## config.mk

```make
export PLATFORM = sky130hd
export DESIGN_NAME = fpu_issue_ctrl
export DESIGN_NICKNAME = d
export VERILOG_FILES = /design/src/rtl/fpu_issue_ctrl.sv
export SDC_FILE = /design/constraint.sdc
export NUM_CORES = 1
export LEC_CHECK = 0
export CAP_MARGIN = 30
export CORE_MARGIN = 4
export CORE_UTILIZATION = 34
export CTS_BUF_LIST = sky130_fd_sc_hd__clkbuf_8
export CTS_CLUSTER_SIZE = 14
export DETAILED_ROUTE_END_ITERATION = 8
export MAX_ROUTING_LAYER = met4
export PLACE_DENSITY = 0.88
export SYNTH_ARGS = -nofsm -noshare
export SYNTH_HDL_FRONTEND = slang
export SYNTH_SLANG_ARGS = --single-unit
```

## constraint.sdc

```tcl
create_clock -name clk -period 2.15 [get_ports clk]
set_clock_uncertainty 0.15 [all_clocks]
set_input_delay 0.645 -clock clk [delete_from_list [all_inputs] [get_ports clk]]
set_output_delay 0.645 -clock clk [all_outputs]
set_load 0.03 [all_outputs]
```

## src/rtl/fpu_issue_ctrl.sv

```systemverilog
// fpu_issue_ctrl: issue/writeback scheduler between the core and five fixed-latency FPU units.
// Accepts one op per cycle (valid/ready), strobes the selected unit and books the single
// writeback slot at the cycle the result will appear, so two units never return together.
// Ports:
//   clk, rstn                      clock (rising edge), asynchronous active-low reset
//   req_valid/req_ready            request handshake; req_ready does not depend on req_valid
//   req_op, req_tag, req_a, req_b  op (0 ITOF,1 FTOI,2 FADD,3 FMUL,4 FDIV,5..7 illegal), tag, operands
//   u_a, u_b                       operands forwarded to the units
//   *_start                        one-cycle unit strobes
//   *_res                          unit results, valid exactly LAT_* cycles after the strobe
//   res_valid/res_tag/res_data/res_err  registered result pulse, tag, data, illegal-op flag
//   busy                           any op in flight or result pending
module fpu_issue_ctrl #(
  parameter int unsigned TAG_W    = 4,
  parameter int unsigned LAT_ITOF = 1,
  parameter int unsigned LAT_FTOI = 1,
  parameter int unsigned LAT_FADD = 2,
  parameter int unsigned LAT_FMUL = 2,
  parameter int unsigned LAT_FDIV = 8
) (
  input  logic             clk,
  input  logic             rstn,
  input  logic             req_valid,
  output logic             req_ready,
  input  logic [2:0]       req_op,
  input  logic [TAG_W-1:0] req_tag,
  input  logic [31:0]      req_a,
  input  logic [31:0]      req_b,
  output logic [31:0]      u_a,
  output logic [31:0]      u_b,
  output logic             itof_start,
  output logic             ftoi_start,
  output logic             fadd_start,
  output logic             fmul_start,
  output logic             fdiv_start,
  input  logic [31:0]      itof_res,
  input  logic [31:0]      ftoi_res,
  input  logic [31:0]      fadd_res,
  input  logic [31:0]      fmul_res,
  input  logic [31:0]      fdiv_res,
  output logic             res_valid,
  output logic [TAG_W-1:0] res_tag,
  output logic [31:0]      res_data,
  output logic             res_err,
  output logic             busy
);

  localparam int unsigned MAX_A = (LAT_ITOF > LAT_FTOI) ? LAT_ITOF : LAT_FTOI;
  localparam int unsigned MAX_B = (LAT_FADD > LAT_FMUL) ? LAT_FADD : LAT_FMUL;
  localparam int unsigned MAX_C = (MAX_A > MAX_B) ? MAX_A : MAX_B;
  localparam int unsigned LMAX  = (MAX_C > LAT_FDIV) ? MAX_C : LAT_FDIV;
  localparam int unsigned IDX_W = $clog2(LMAX + 1);

  localparam logic [2:0] OP_ITOF = 3'd0;
  localparam logic [2:0] OP_FTOI = 3'd1;
  localparam logic [2:0] OP_FADD = 3'd2;
  localparam logic [2:0] OP_FMUL = 3'd3;
  localparam logic [2:0] OP_FDIV = 3'd4;

  // Slot k valid: a unit result is captured k cycles from now.
  logic [LMAX:1]            resv_q, resv_d;
  logic [LMAX:1][TAG_W-1:0] slot_tag_q, slot_tag_d;
  logic [LMAX:1][2:0]       slot_op_q, slot_op_d;
  logic [LMAX:1]            slot_ill_q, slot_ill_d;
  logic                     div_busy_q, div_busy_d;
  logic                     res_valid_q, res_valid_d;
  logic [TAG_W-1:0]         res_tag_q, res_tag_d;
  logic [31:0]              res_data_q, res_data_d;
  logic                     res_err_q, res_err_d;

  logic [IDX_W-1:0] lat;
  logic             illegal;
  logic             slot_taken;
  logic             fire;
  logic [31:0]      cap_data;

  // Latency of the offered op; illegal ops take the shortest path to report the error.
  always_comb begin
    lat     = IDX_W'(1);
    illegal = 1'b0;
    case (req_op)
      OP_ITOF: lat = IDX_W'(LAT_ITOF);
      OP_FTOI: lat = IDX_W'(LAT_FTOI);
      OP_FADD: lat = IDX_W'(LAT_FADD);
      OP_FMUL: lat = IDX_W'(LAT_FMUL);
      OP_FDIV: lat = IDX_W'(LAT_FDIV);
      default: illegal = 1'b1;
    endcase
  end

  // The op would land in slot lat after this cycle's shift, i.e. today's slot lat+1.
  always_comb begin
    slot_taken = 1'b0;
    for (int unsigned k = 1; k < LMAX; k++) begin
      if (lat == IDX_W'(k)) slot_taken = resv_q[k+1];
    end
  end

  assign req_ready = !slot_taken && !(req_op == OP_FDIV && div_busy_q);
  assign fire      = req_valid && req_ready;

  // Slot shift and booking of the new op.
  always_comb begin
    resv_d     = '0;
    slot_tag_d = '0;
    slot_op_d  = '0;
    slot_ill_d = '0;
    for (int unsigned k = 1; k < LMAX; k++) begin
      resv_d[k]     = resv_q[k+1];
      slot_tag_d[k] = slot_tag_q[k+1];
      slot_op_d[k]  = slot_op_q[k+1];
      slot_ill_d[k] = slot_ill_q[k+1];
    end
    if (fire) begin
      for (int unsigned k = 1; k <= LMAX; k++) begin
        if (lat == IDX_W'(k)) begin
          resv_d[k]     = 1'b1;
          slot_tag_d[k] = req_tag;
          slot_op_d[k]  = req_op;
          slot_ill_d[k] = illegal;
        end
      end
    end
  end

  // Result capture from the unit booked in slot 1, and divider occupancy.
  always_comb begin
    case (slot_op_q[1])
      OP_ITOF: cap_data = itof_res;
      OP_FTOI: cap_data = ftoi_res;
      OP_FADD: cap_data = fadd_res;
      OP_FMUL: cap_data = fmul_res;
      OP_FDIV: cap_data = fdiv_res;
      default: cap_data = '0;
    endcase
    res_valid_d = resv_q[1];
    res_tag_d   = res_tag_q;
    res_data_d  = res_data_q;
    res_err_d   = res_err_q;
    if (resv_q[1]) begin
      res_tag_d  = slot_tag_q[1];
      res_data_d = cap_data;
      res_err_d  = slot_ill_q[1];
    end
    div_busy_d = div_busy_q;
    if (resv_q[1] && slot_op_q[1] == OP_FDIV) div_busy_d = 1'b0;
    if (fire && req_op == OP_FDIV)             div_busy_d = 1'b1;
  end

  always_ff @(posedge clk or negedge rstn) begin
    if (!rstn) begin
      resv_q      <= '0;
      slot_tag_q  <= '0;
      slot_op_q   <= '0;
      slot_ill_q  <= '0;
      div_busy_q  <= 1'b0;
      res_valid_q <= 1'b0;
      res_tag_q   <= '0;
      res_data_q  <= '0;
      res_err_q   <= 1'b0;
    end else begin
      resv_q      <= resv_d;
      slot_tag_q  <= slot_tag_d;
      slot_op_q   <= slot_op_d;
      slot_ill_q  <= slot_ill_d;
      div_busy_q  <= div_busy_d;
      res_valid_q <= res_valid_d;
      res_tag_q   <= res_tag_d;
      res_data_q  <= res_data_d;
      res_err_q   <= res_err_d;
    end
  end

  // Outputs.
  always_comb begin
    u_a        = req_a;
    u_b        = req_b;
    itof_start = fire && (req_op == OP_ITOF);
    ftoi_start = fire && (req_op == OP_FTOI);
    fadd_start = fire && (req_op == OP_FADD);
    fmul_start = fire && (req_op == OP_FMUL);
    fdiv_start = fire && (req_op == OP_FDIV);
    res_valid  = res_valid_q;
    res_tag    = res_tag_q;
    res_data   = res_data_q;
    res_err    = res_err_q;
    busy       = (|resv_q) || div_busy_q || res_valid_q;
  end

endmodule

```

* Word level (Yosys, flattened, before mapping)
Cells that the tools add are included.
** Storage, ports and cells
- Flip-flop bits (word level) :: 111
- Output and inout port bits :: 109
- Word-level logic and storage cells :: 106
** Cells by class
- Equality and inequality tests :: 16
- Muxes and demuxes :: 48
- Reductions and logical operators :: 19
** Operators by type and width (count)
- $pmux 32 s5 :: 1
- $mux 32 :: 1
- $mux 4 :: 8
- $mux 1 :: 26
- $mux 24 :: 1
- $mux 3 :: 8
- $eq 4x3->1 const B :: 4
- $mux 8 :: 2
- $eq 3x2->1 const B :: 4
- $logic_and 1x1->1 :: 9
- $eq 4x2->1 const B :: 2
- $pmux 4 s2 :: 1
- $reduce_or 8->1 :: 1
- $eq 3x1->1 const B :: 2
- $eq 3x3->1 const B :: 2
- $logic_not 3->1 :: 2
- $reduce_or 5->1 :: 1
- $eq 4x1->1 const B :: 1
- $eq 4x4->1 const B :: 1
- $logic_not 1->1 :: 2
- $logic_or 1x1->1 :: 2
- $reduce_bool 2->1 :: 1
- $reduce_or 2->1 :: 1

* Logic depth before layout (Yosys ltp)
- Word-level depth :: 16
- Depth in mapped cells :: 7
- Gate-level depth less buffers :: 4

* Worst setup path after synthesis
OpenSTA, ideal clock, no wires.
- Path type :: in2out
- Start :: in req_op[1]
- End :: out fadd_start
- Data arrival time :: 1981 ps
- Required time :: 1355 ps
- Path slack :: -626 ps
- Stages on the path :: 3
- Buffers on the path :: 0
- Cells stage by stage :: mux2i_2 -> nor2_4 -> nor4_1
** Between the ends
- Longest elaborated chain between the ends :: 15
- Elaborated cells between the ends (all ways) :: 25
- Classes of those cells :: eq/ne (10); mux (8); reduce/logical (7)
** RTL lines
- start, declared :: RTL line 25 : input logic [2:0] req_op,
- $eq 3x2->1, on equally long branches :: RTL line 81, 180
- $reduce_or 2->1 (no source line)
- $pmux 4 s2 :: RTL line 81 : case (req_op)
- $eq 4x1->1 :: RTL line 95 : if (lat == IDX_W'(k)) slot_taken = resv_q[k+1];
- $mux 1 (7 in series) :: RTL line 95
- $logic_not 1->1 :: RTL line 99 : assign req_ready = !slot_taken && !(req_op == OP_FDIV && div_busy_q);
- $logic_and 1x1->1 :: RTL line 99
- $logic_and 1x1->1 :: RTL line 100 : assign fire = req_valid && req_ready;
- $logic_and 1x1->1 (*) :: RTL line 180 : fadd_start = fire && (req_op == OP_FADD);
- end, declared :: RTL line 33 : output logic fadd_start,
Mark *: on every way between the ends. The rest lies on a longest branch, timed or not.

* Final worst setup path
- Start :: reg resv_q[2] (netlist name)
- End :: out itof_start
** Between the ends
- Longest elaborated chain between the ends :: 11
** RTL lines
- start, declared :: RTL line 61 : logic [LMAX:1] resv_q, resv_d;
- start signal, assigned :: RTL line 162 : resv_q <= resv_d;
- $mux 1 (7 in series) :: RTL line 95
- $logic_not 1->1 :: RTL line 99
- $logic_and 1x1->1 :: RTL line 99
- $logic_and 1x1->1 :: RTL line 100
- $logic_and 1x1->1 :: RTL line 178 : itof_start = fire && (req_op == OP_ITOF);
- end, declared :: RTL line 31 : output logic itof_start,
Every way passes these cells.

==> impl_metrics.env <==
export IMPL_status="finished with violations"
export IMPL_failed_checks="setup timing"
export IMPL_nets=847
export IMPL_cp_start_kind="flip-flop"
export IMPL_clk_path_buf_depth=2
export IMPL_path_clk_slew_ps=100
export IMPL_post_route_period_util_pct=114
export IMPL_rows=45
export IMPL_clock_sinks=111
export IMPL_synth_largest_area_cell="dfrtp_1"
export IMPL_synth_top_area_share_pct=51.5
export IMPL_slew_violations=0
export IMPL_grt_pass1_wl_um=25200
export IMPL_max_freq_ghz=0.407
export IMPL_initial_core_util_pct=35.1
export IMPL_cts_root_buf="clkbuf_8"
export IMPL_die_h_um=134
export IMPL_relSlewSlack_pct=49.6
export IMPL_synth_commonest_cells="dfrtp_1 (111), buf_4 (64), a22oi_1 (62), mux2_1 (33)"
export IMPL_place_congestion=0.849
export IMPL_hold_violations=0
export IMPL_wl_um=16800
export IMPL_die_area_mm2=0.0179
export IMPL_drt_iter0_drc=224
export IMPL_antenna_left=0
export IMPL_cts_tree="yes"
export IMPL_detailedPlace_worstSlack_ps=-801
export IMPL_synthArstFlopShare_pct=100
export IMPL_yosys_top_cells_area="dfrtp_1 (52%), buf_4 (8.9%), a22oi_1 (8.6%)"
export IMPL_rsz0062_at_grt="true"
export IMPL_synth_edf_count=0
export IMPL_place_area_mm2=0.00758
export IMPL_synth_most_common_cell="dfrtp_1"
export IMPL_firstDrtPassIters=4
export IMPL_cts_made_buffers=9
export IMPL_tightest_slew_ps=756
export IMPL_grt_max_degree=72
export IMPL_ys_types=43
export IMPL_io_pins=343
export IMPL_p_leak_uw=0.00327
export IMPL_ys_ff_latch=111
export IMPL_insertion_delay_ps=370
export IMPL_finalInstanceArea_mm2=0.00785
export IMPL_hold_path_class="flip-flop to flip-flop"
export IMPL_fin_ws_ps=-307
export IMPL_path_max_fanout=4
export IMPL_htreeDepth=3
export IMPL_vias=4266
export IMPL_syn2layout_area_growth_pct=45.6
export IMPL_vias_per_cell=5.14
export IMPL_drc=0
export IMPL_grtUsageTotal_pct=18.7
export IMPL_drive_above_1_share_pct=17.5
export IMPL_syn_inst=455
export IMPL_fp_dieW_um=134
export IMPL_portBuffers=214
export IMPL_grt_pass1_vias=4365
export IMPL_post_dp_hpwl_um=12400
export IMPL_cp_required_ps=1350
export IMPL_power_density_mw_per_mm2=702
export IMPL_fin_total_pwr_uw=5510
export IMPL_path_class="flip-flop to primary output"
export IMPL_drv_cap=0
export IMPL_worst_setup_path_end_kind="primary output"
export IMPL_wl_per_cell_um=20.2
export IMPL_worstPathArrival_ps=1660
export IMPL_ys_warn_count=0
export IMPL_coreArea_mm2=0.0154
export IMPL_finalCriticalPeriod_ps=2460
export IMPL_ys_seq_area_share_pct=51.5
export IMPL_synth_flop_cell="dfrtp_1"
export IMPL_avgSynthCellArea_um2=11.8
export IMPL_ir_drop_mv=0.469
export IMPL_setup_viol=7
export IMPL_antenna_found_initial=1
export IMPL_grt_overflow_total=0
export IMPL_synth_area_mm2=0.00539
[path summary, 6_finish.rpt]
path	startpoint	depth (start not counted)	end	slack [ps]
min in group asynchronous	rstn	2	slot_op_q[21]	520
worst min-delay path	slot_ill_q[4]	0	slot_ill_q[3]	200
worst max-delay path	resv_q[2]	5	itof_start	-310
worst max register to register	div_busy_q	7	slot_tag_q[3]	150
worst min register to register	slot_ill_q[4]	0	slot_ill_q[3]	200
max in group asynchronous	rstn	3	slot_op_q[0]	740
[flip-flops by register name, summed over array words and instances (netlist names)]
register / cells
slot_ill_q: 8
slot_op_q: 24
res_data: 32
div_busy_q: 1
res_tag: 4
res_err: 1
resv_q: 8
slot_tag_q: 32
res_valid: 1
[metal layers]
metal / vias up / share of wire (%) / global-route usage (%)
li1: 1915 / - / -
met1: 2108 / 40 / 22.6
met2: 215 / 49 / 29.6
met3: 28 / 9.4 / 6.34
met4: 0 / 2.1 / 5.83
met5: - / 0 / -
[power by group]
| group | switching, uW | total [uW] | internal [uW] |
|---|---|---|---|
| Sequential | 121 | 2440 | 2320 |
| Combinational | 1000 | 1870 | 869 |
| Clock | 727 | 1200 | 472 |
| Total | 1850 | 5510 | 3660 |
[through the flow]
step | instances | setup TNS (ps) | utilization (%) | hold WS, ps
after floorplan | 457 | -675 | - | 181
after global placement | 804 | -12050 | 49.3 | 182
after detailed placement | 804 | -13590 | 49.3 | 185
after CTS | 829 | -1990 | 50.9 | 208
after global routing | 830 | -2430 | 51.1 | 214
final | 830 | -1870 | 51.1 | 203
[timing repair]
item,in CTS,in global routing
setup buffers,8,2
gates resized for setup,59,6
endpoints found under the hold margin,16,0
pin swaps,7,4
endpoints found under the setup margin,54,12
hold buffers,1,0
[cell type report]
| type | instances | area (um2) |
|---|---|---|
| fillers | 1329 | 7520 |
| flip-flops and latches | 111 | 2780 |
| clock buffers | 10 | 138 |
| diodes | 1 | 2.50 |
| multi-input cells | 229 | 2020 |
| clock inverters | 6 | 51.3 |
| repair buffers | 256 | 2570 |
| well taps | 211 | 264 |
| inverters | 6 | 27.5 |
[cells in the final DEF (no fill, tap or decap), types with 3 or more instances in the layout]
cell type          n
buf_6              6
dlygate4sd2_1     38
nor4_4             3
and2_1             6
dfrtp_1          106
dfrtp_2            5
nor2_1             7
mux2_1            33
inv_1              3
a21oi_1            5
buf_4             32
conb_1             3
clkbuf_8          10
buf_12            13
mux2_4             5
mux2_2             7
a22oi_1           62
clkdlybuf4s50_1  164
nand3b_1           3
o221ai_1          31
o21a_1            31
[worst max-delay path, cell delays in order, from the launching register on]
cell,delay (ps)
dfrtp_2,470
mux2i_4,250
nor2_4,80
buf_12,140
nor4_4,200
buf_12,160
[kinds of logic after synthesis]
family	after synthesis	synth area share, %
other cells	1	0.0696
buf+inv	117	13.1
mux	48	10.4
simple gates	40	5.13
flops	111	51.5
compound gates	138	19.8
(Power assumes the default switching activity.)
